File: src/rtl/snitch_icache_refill.sv
// rtl/snitch_icache_refill.sv - icache line refill engine with in-order pending-ID FIFO
module snitch_icache_refill #(
  parameter int FETCH_AW        = 48,
  parameter int LINE_WIDTH      = 256,
  parameter int BEAT_WIDTH      = 64,
  parameter int PENDING_IW      = 2,
  parameter int MAX_OUTSTANDING = 4
) (
  input  logic                  clk_i,
  input  logic                  rst_ni,
  input  logic [FETCH_AW-1:0]   in_req_addr_i,
  input  logic [PENDING_IW-1:0] in_req_id_i,
  input  logic                  in_req_valid_i,
  output logic                  in_req_ready_o,
  output logic [LINE_WIDTH-1:0] in_rsp_data_o,
  output logic                  in_rsp_error_o,
  output logic [PENDING_IW-1:0] in_rsp_id_o,
  output logic                  in_rsp_valid_o,
  input  logic                  in_rsp_ready_i,
  output logic [FETCH_AW-1:0]   mem_req_addr_o,
  output logic [7:0]            mem_req_len_o,
  output logic                  mem_req_valid_o,
  input  logic                  mem_req_ready_i,
  input  logic [BEAT_WIDTH-1:0] mem_rsp_data_i,
  input  logic                  mem_rsp_error_i,
  input  logic                  mem_rsp_last_i,
  input  logic                  mem_rsp_valid_i,
  output logic                  mem_rsp_ready_o
);

  localparam int BEATS      = LINE_WIDTH / BEAT_WIDTH;
  localparam int LINE_ALIGN = $clog2(LINE_WIDTH / 8);
  localparam int CNT_W      = (BEATS > 1) ? $clog2(BEATS) : 1;
  localparam int PTR_W      = (MAX_OUTSTANDING > 1) ? $clog2(MAX_OUTSTANDING) : 1;
  localparam int OCC_W      = $clog2(MAX_OUTSTANDING + 1);
  localparam logic [FETCH_AW-1:0] ALIGN_MASK =
      ~((FETCH_AW'(1) << LINE_ALIGN) - FETCH_AW'(1));

  typedef enum logic {ASSEMBLE, HOLD} state_e;

  state_e                  state_q;
  logic [CNT_W-1:0]        cnt_q;
  logic                    err_q;
  logic [LINE_WIDTH-1:0]   line_q;

  logic [PENDING_IW-1:0]   id_mem_q [MAX_OUTSTANDING];
  logic [PTR_W-1:0]        rd_ptr_q, rd_ptr_d;
  logic [PTR_W-1:0]        wr_ptr_q, wr_ptr_d;
  logic [OCC_W-1:0]        occ_q, occ_d;

  logic full, empty, push, pop, hold, beat_fire, cnt_last;

  function automatic logic [PTR_W-1:0] ptr_inc(input logic [PTR_W-1:0] p);
    return (p == PTR_W'(MAX_OUTSTANDING - 1)) ? '0 : p + PTR_W'(1);
  endfunction

  assign full  = (occ_q == OCC_W'(MAX_OUTSTANDING));
  assign empty = (occ_q == '0);
  assign hold  = (state_q == HOLD);

  // Request path is a pure pass-through; the ID is captured on the handshake.
  assign mem_req_valid_o = in_req_valid_i & ~full;
  assign in_req_ready_o  = mem_req_ready_i & ~full;
  assign mem_req_addr_o  = in_req_addr_i & ALIGN_MASK;
  assign mem_req_len_o   = 8'(BEATS - 1);

  assign push = in_req_valid_i & in_req_ready_o;
  assign pop  = hold & in_rsp_ready_i;

  // Beats are only taken when there is an outstanding ID to attribute them to.
  assign mem_rsp_ready_o = ~hold & ~empty;
  assign beat_fire       = mem_rsp_ready_o & mem_rsp_valid_i;
  assign cnt_last        = (cnt_q == CNT_W'(BEATS - 1));

  assign in_rsp_valid_o = hold;
  assign in_rsp_id_o    = hold ? id_mem_q[rd_ptr_q] : '0;
  assign in_rsp_error_o = hold & err_q;
  assign in_rsp_data_o  = line_q;

  // Next-state for the ID FIFO pointers and occupancy.
  always_comb begin
    rd_ptr_d = rd_ptr_q;
    wr_ptr_d = wr_ptr_q;
    if (push) wr_ptr_d = ptr_inc(wr_ptr_q);
    if (pop)  rd_ptr_d = ptr_inc(rd_ptr_q);
    occ_d = occ_q + OCC_W'(push) - OCC_W'(pop);
  end

  // ID FIFO control state.
  always_ff @(posedge clk_i) begin
    if (!rst_ni) begin
      rd_ptr_q <= '0;
      wr_ptr_q <= '0;
      occ_q    <= '0;
    end else begin
      rd_ptr_q <= rd_ptr_d;
      wr_ptr_q <= wr_ptr_d;
      occ_q    <= occ_d;
    end
  end

  // ID FIFO storage; contents are don't-care while the FIFO is empty.
  always_ff @(posedge clk_i) begin
    if (push) id_mem_q[wr_ptr_q] <= in_req_id_i;
  end

  // Response FSM: assemble beats into the line, then hold it until consumed.
  always_ff @(posedge clk_i) begin
    if (!rst_ni) begin
      state_q <= ASSEMBLE;
      cnt_q   <= '0;
      err_q   <= 1'b0;
      line_q  <= '0;
    end else begin
      case (state_q)
        ASSEMBLE: begin
          if (beat_fire) begin
            for (int k = 0; k < BEATS; k++) begin
              if (cnt_q == CNT_W'(k)) line_q[k*BEAT_WIDTH +: BEAT_WIDTH] <= mem_rsp_data_i;
            end
            // A last flag that disagrees with the beat count flags the line.
            err_q <= err_q | mem_rsp_error_i | (cnt_last ^ mem_rsp_last_i);
            if (cnt_last || mem_rsp_last_i) begin
              cnt_q   <= '0;
              state_q <= HOLD;
            end else begin
              cnt_q <= cnt_q + CNT_W'(1);
            end
          end
        end
        HOLD: begin
          if (in_rsp_ready_i) begin
            line_q  <= '0;
            err_q   <= 1'b0;
            state_q <= ASSEMBLE;
          end
        end
        default: state_q <= ASSEMBLE;
      endcase
    end
  end

endmodule

File: config.mk
export PLATFORM = sky130hd
export DESIGN_NAME = snitch_icache_refill
export DESIGN_NICKNAME = d
export VERILOG_FILES = /design/src/rtl/snitch_icache_refill.sv
export SDC_FILE = /design/constraint.sdc
export NUM_CORES = 1
export LEC_CHECK = 0
export CORE_MARGIN = 10
export CORE_UTILIZATION = 35
export DETAILED_ROUTE_END_ITERATION = 16
export PLACE_DENSITY = 0.67
export SLEW_MARGIN = 15
export SYNTH_ARGS = -nofsm -noshare
export SYNTH_HDL_FRONTEND = slang
export SYNTH_SLANG_ARGS = --single-unit
File: constraint.sdc
create_clock -name clk_i -period 3.2 [get_ports clk_i]
set_input_delay 0.64 -clock clk_i [delete_from_list [all_inputs] [get_ports clk_i]]
set_output_delay 0.64 -clock clk_i [all_outputs]
set_load 0.05 [all_outputs]
==> results_dict.tcl <==
set metrics [dict create \
    antenna_found_initial 0 \
    root_buffer "clkbuf_16" \
    grt_pass1_vias 8408 \
    dp_slack_ps 424 \
    ys_types 29 \
    final_core_utilization_pct 49.7 \
    drive_gt1_share_pct 6.11 \
    drt.antenna.violating_nets 0 \
    track_usage_pct 16.0 \
    critPathMaxFanout 2 \
    yosys_warnings 0 \
    post-cts-setup-buffers 0 \
    final_cell_area_mm2 0.0152 \
    cts_hold_buffers 0 \
    p_sw_share_pct 28.7 \
    diodes 0 \
    status "completed" \
    synth_top_area_share_pct 49.3 \
    seqPwrFrac_pct 42.7 \
    period_share_pct 92.6 \
    dp_hpwl_mm 23.4 \
    final_nets 1471 \
    detail_route.wl_per_cell_um 18.6 \
    grt_use_met1_pct 18.4 \
    synth_area_leaders "dfxtp_1 (49%), mux2i_1 (24%), nand2_1 (11%), buf_4 (3.9%), buf_6 (2.9%)" \
    dr.pass1.iters 4 \
    h-tree-depth 1 \
    drtIter0Drc 326 \
    pwr-share-comb_pct 18.4 \
    numCtsBuffers 30 \
    post-synth-top-count-cell "nand2_1" \
    fin_tns_setup_ps 0 \
    cp-end-kind "primary output" \
    crit_path_top_delay_cell "clkdlybuf4s50_1" \
    die_h_um 197 \
    synthToLayoutAreaGrowth_pct 39.4 \
    powerDensity_mw_per_mm2 568 \
    maxSlewHeadroom_pct 60.0 \
    netlist_area_mm2 0.0109 \
    dpl.cell_count 1700 \
    cp_data_arrival_time_ps 2320 \
    gp_congestion 0.779 \
    placed_cell_area_mm2 0.0143 \
    grt_use_met2_pct 26.0 \
    synth_top_cells_by_count "nand2_1 (330), dfxtp_1 (269), mux2i_1 (261)" \
    cts_tree "yes" \
    rsz0062_at_grt "false" \
    tightest_slew_ps 599 \
    dieArea_mm2 0.0387 \
    synthArstFlopShare_pct 0 \
    setup_ws_ps 235 \
    path_clk_slew_ps 60 \
    core_mm2 0.0307 \
    slowest_delay_ps 700 \
    clock_sinks 277 \
    clock_path_buffers 3 \
    cp_top_family "buffers and inverters" \
    skew_ps 12.4 \
    power.clock.fraction_pct 38.8 \
    grt_max_degree 75 \
    worstPathRequired_ps 2560 \
    hold_viol 0 \
    die_x_um 197 \
    p_int_mw 6.17 \
    post_synth.cell_area_avg_um2 10.3 \
    worst_ir_drop_vdd_v 0.000512 \
    grt_pass1_wl_mm 50.2 \
    path_class "reg2out" \
    hp-class "reg2reg" \
    syn-instance-count 1056 \
    max-cap-violations 0 \
    io_buffers 336 \
    synth_ff_type "dfxtp_1" \
    synth_area_leader_cell "dfxtp_1" \
    io_pins 441 \
    stdcell_count 1755 \
    rows 64 \
    cellLeakagePower_nw 5.27 \
    worst_setup_path_start_kind "flop" \
    synth-edff-count 8 \
    ctsResizeCount 0 \
    fin_crit_ps 2960 \
    grt_overflow_total 0 \
    drc 0 \
    switching_power_mw 2.49 \
    ys_seq_area_share_pct 51.5 \
    cp_cell_sequence "mux4_2 > and2_1 > clkdlybuf4s50_1" \
    wl_mm 32.6 \
    max_freq_ghz 0.337 \
    gr-usage-met3_pct 7.55 \
    worst-path-buf-inv 1 \
    clkLatencyLatePin_ps 550 \
    vias 8064 \
    viasPerCell 4.59 \
    busiest_layer "met2" \
    ys_seq_elements 277 \
    start_util_pct 35.6 \
    slew_violations 0 \
    setup_viol 0 \
]
==> worst register-to-register path, cell delays in order (launching register included) <==
cell and delay [ps]:
dfxtp_1 400, or3b_1 420, and3_1 220, inv_1 60, ha_1 220, inv_1 60
ha_1 130, inv_1 50, fa_1 380, xnor2_1 150, xnor2_1 120, and2_1 150
==> metrics by stage <==
| step | total power [mW] | hold WS (ps) |
|---|---|---|
| after floorplan | 4.98 | 436 |
| after global placement | 5.37 | 440 |
| after detailed placement | 5.39 | 446 |
| after CTS | 8.78 | 456 |
| after global routing | 9.00 | 468 |
| final | 8.66 | 452 |
==> worst paths after layout <==
check	depth (start not counted)	to	slack, ps	from
max	3	in_rsp_id_o[1]	240	flop
min	2	in_rsp_data_o[251]$_SDFFE_PN0P_	450	in_rsp_data_o[251]$_SDFFE_PN0P_
max reg2reg	11	occ_q[2]$_SDFF_PN0_	740	occ_q[2]$_SDFF_PN0_
min reg2reg	2	in_rsp_data_o[251]$_SDFFE_PN0P_	450	in_rsp_data_o[251]$_SDFFE_PN0P_
==> cells by family after synthesis <==
kind of cell / Yosys count / share of synthesized area [%]
AOI/OAI and AO/OA: 4 / 0.321
DFF: 277 / 51.5
buffers and inverters: 133 / 8.85
other: 2 / 0.0687
xor gates and xnor gates: 2 / 0.160
adders and majority gates: 13 / 1.56
and+or+nand+nor: 362 / 13.2
muxes: 263 / 24.3
==> power groups by stage <==
stage	Clock, mW	Combinational, mW	Sequential [mW]
after global routing	3.60	1.68	3.72
final	3.36	1.60	3.70
after floorplan	0	0.781	4.20
after global placement	0	1.60	3.77
after detailed placement	0	1.61	3.77
after CTS	3.46	1.62	3.70
==> layout make-up <==
| type | count | area, um^2 |
|---|---|---|
| flip-flops and latches | 277 | 5630 |
| inverters | 11 | 41.3 |
| fillers | 2782 | 15400 |
| repair buffers | 359 | 3690 |
| clock buffers | 50 | 947 |
| well taps | 396 | 495 |
| clock inverters | 5 | 30.0 |
| multi-input cells | 657 | 4410 |
==> routing by layer <==
layer  share of wire, %  vias up
met5                  0        -
met4                2.5        0
met3                 11       53
met2                 46      268
met1                 40     3804
li1                   -     3939
==> placed cells by master (no fill, tap or decap), types with 2 or more instances in the layout <==
| master | Yosys | routed |
|---|---|---|
| a21boi_0 | 2 | 2 |
| buf_4 | 57 | 11 |
| ha_1 | 12 | 12 |
| edfxtp_1 | 8 | 8 |
| buf_12 | 0 | 12 |
| nor3b_2 | 0 | 3 |
| mux2i_1 | 261 | 261 |
| nand2_1 | 330 | 330 |
| nor2b_1 | 3 | 2 |
| clkbuf_1 | 2 | 9 |
| conb_1 | 2 | 13 |
| clkinvlp_4 | 0 | 2 |
| xnor2_1 | 2 | 2 |
| dfxtp_1 | 269 | 269 |
| nand3_1 | 3 | 3 |
| and2_1 | 7 | 7 |
| and2_2 | 5 | 5 |
| clkbuf_16 | 0 | 31 |
| inv_1 | 11 | 11 |
| nor2_1 | 5 | 5 |
| mux4_2 | 2 | 2 |
| clkbuf_8 | 0 | 10 |
| clkinv_2 | 0 | 3 |
| clkdlybuf4s50_1 | 0 | 336 |
==> registers in the layout (all words and copies together) (netlist names), named ones only <==
register and cells:
cnt_q 2, err_q 1, id_mem_q 8, in_rsp_data_o 256, in_rsp_valid_o 1, occ_q 3, rd_ptr_q 2, wr_ptr_q 2
(Power assumes the default switching activity.)
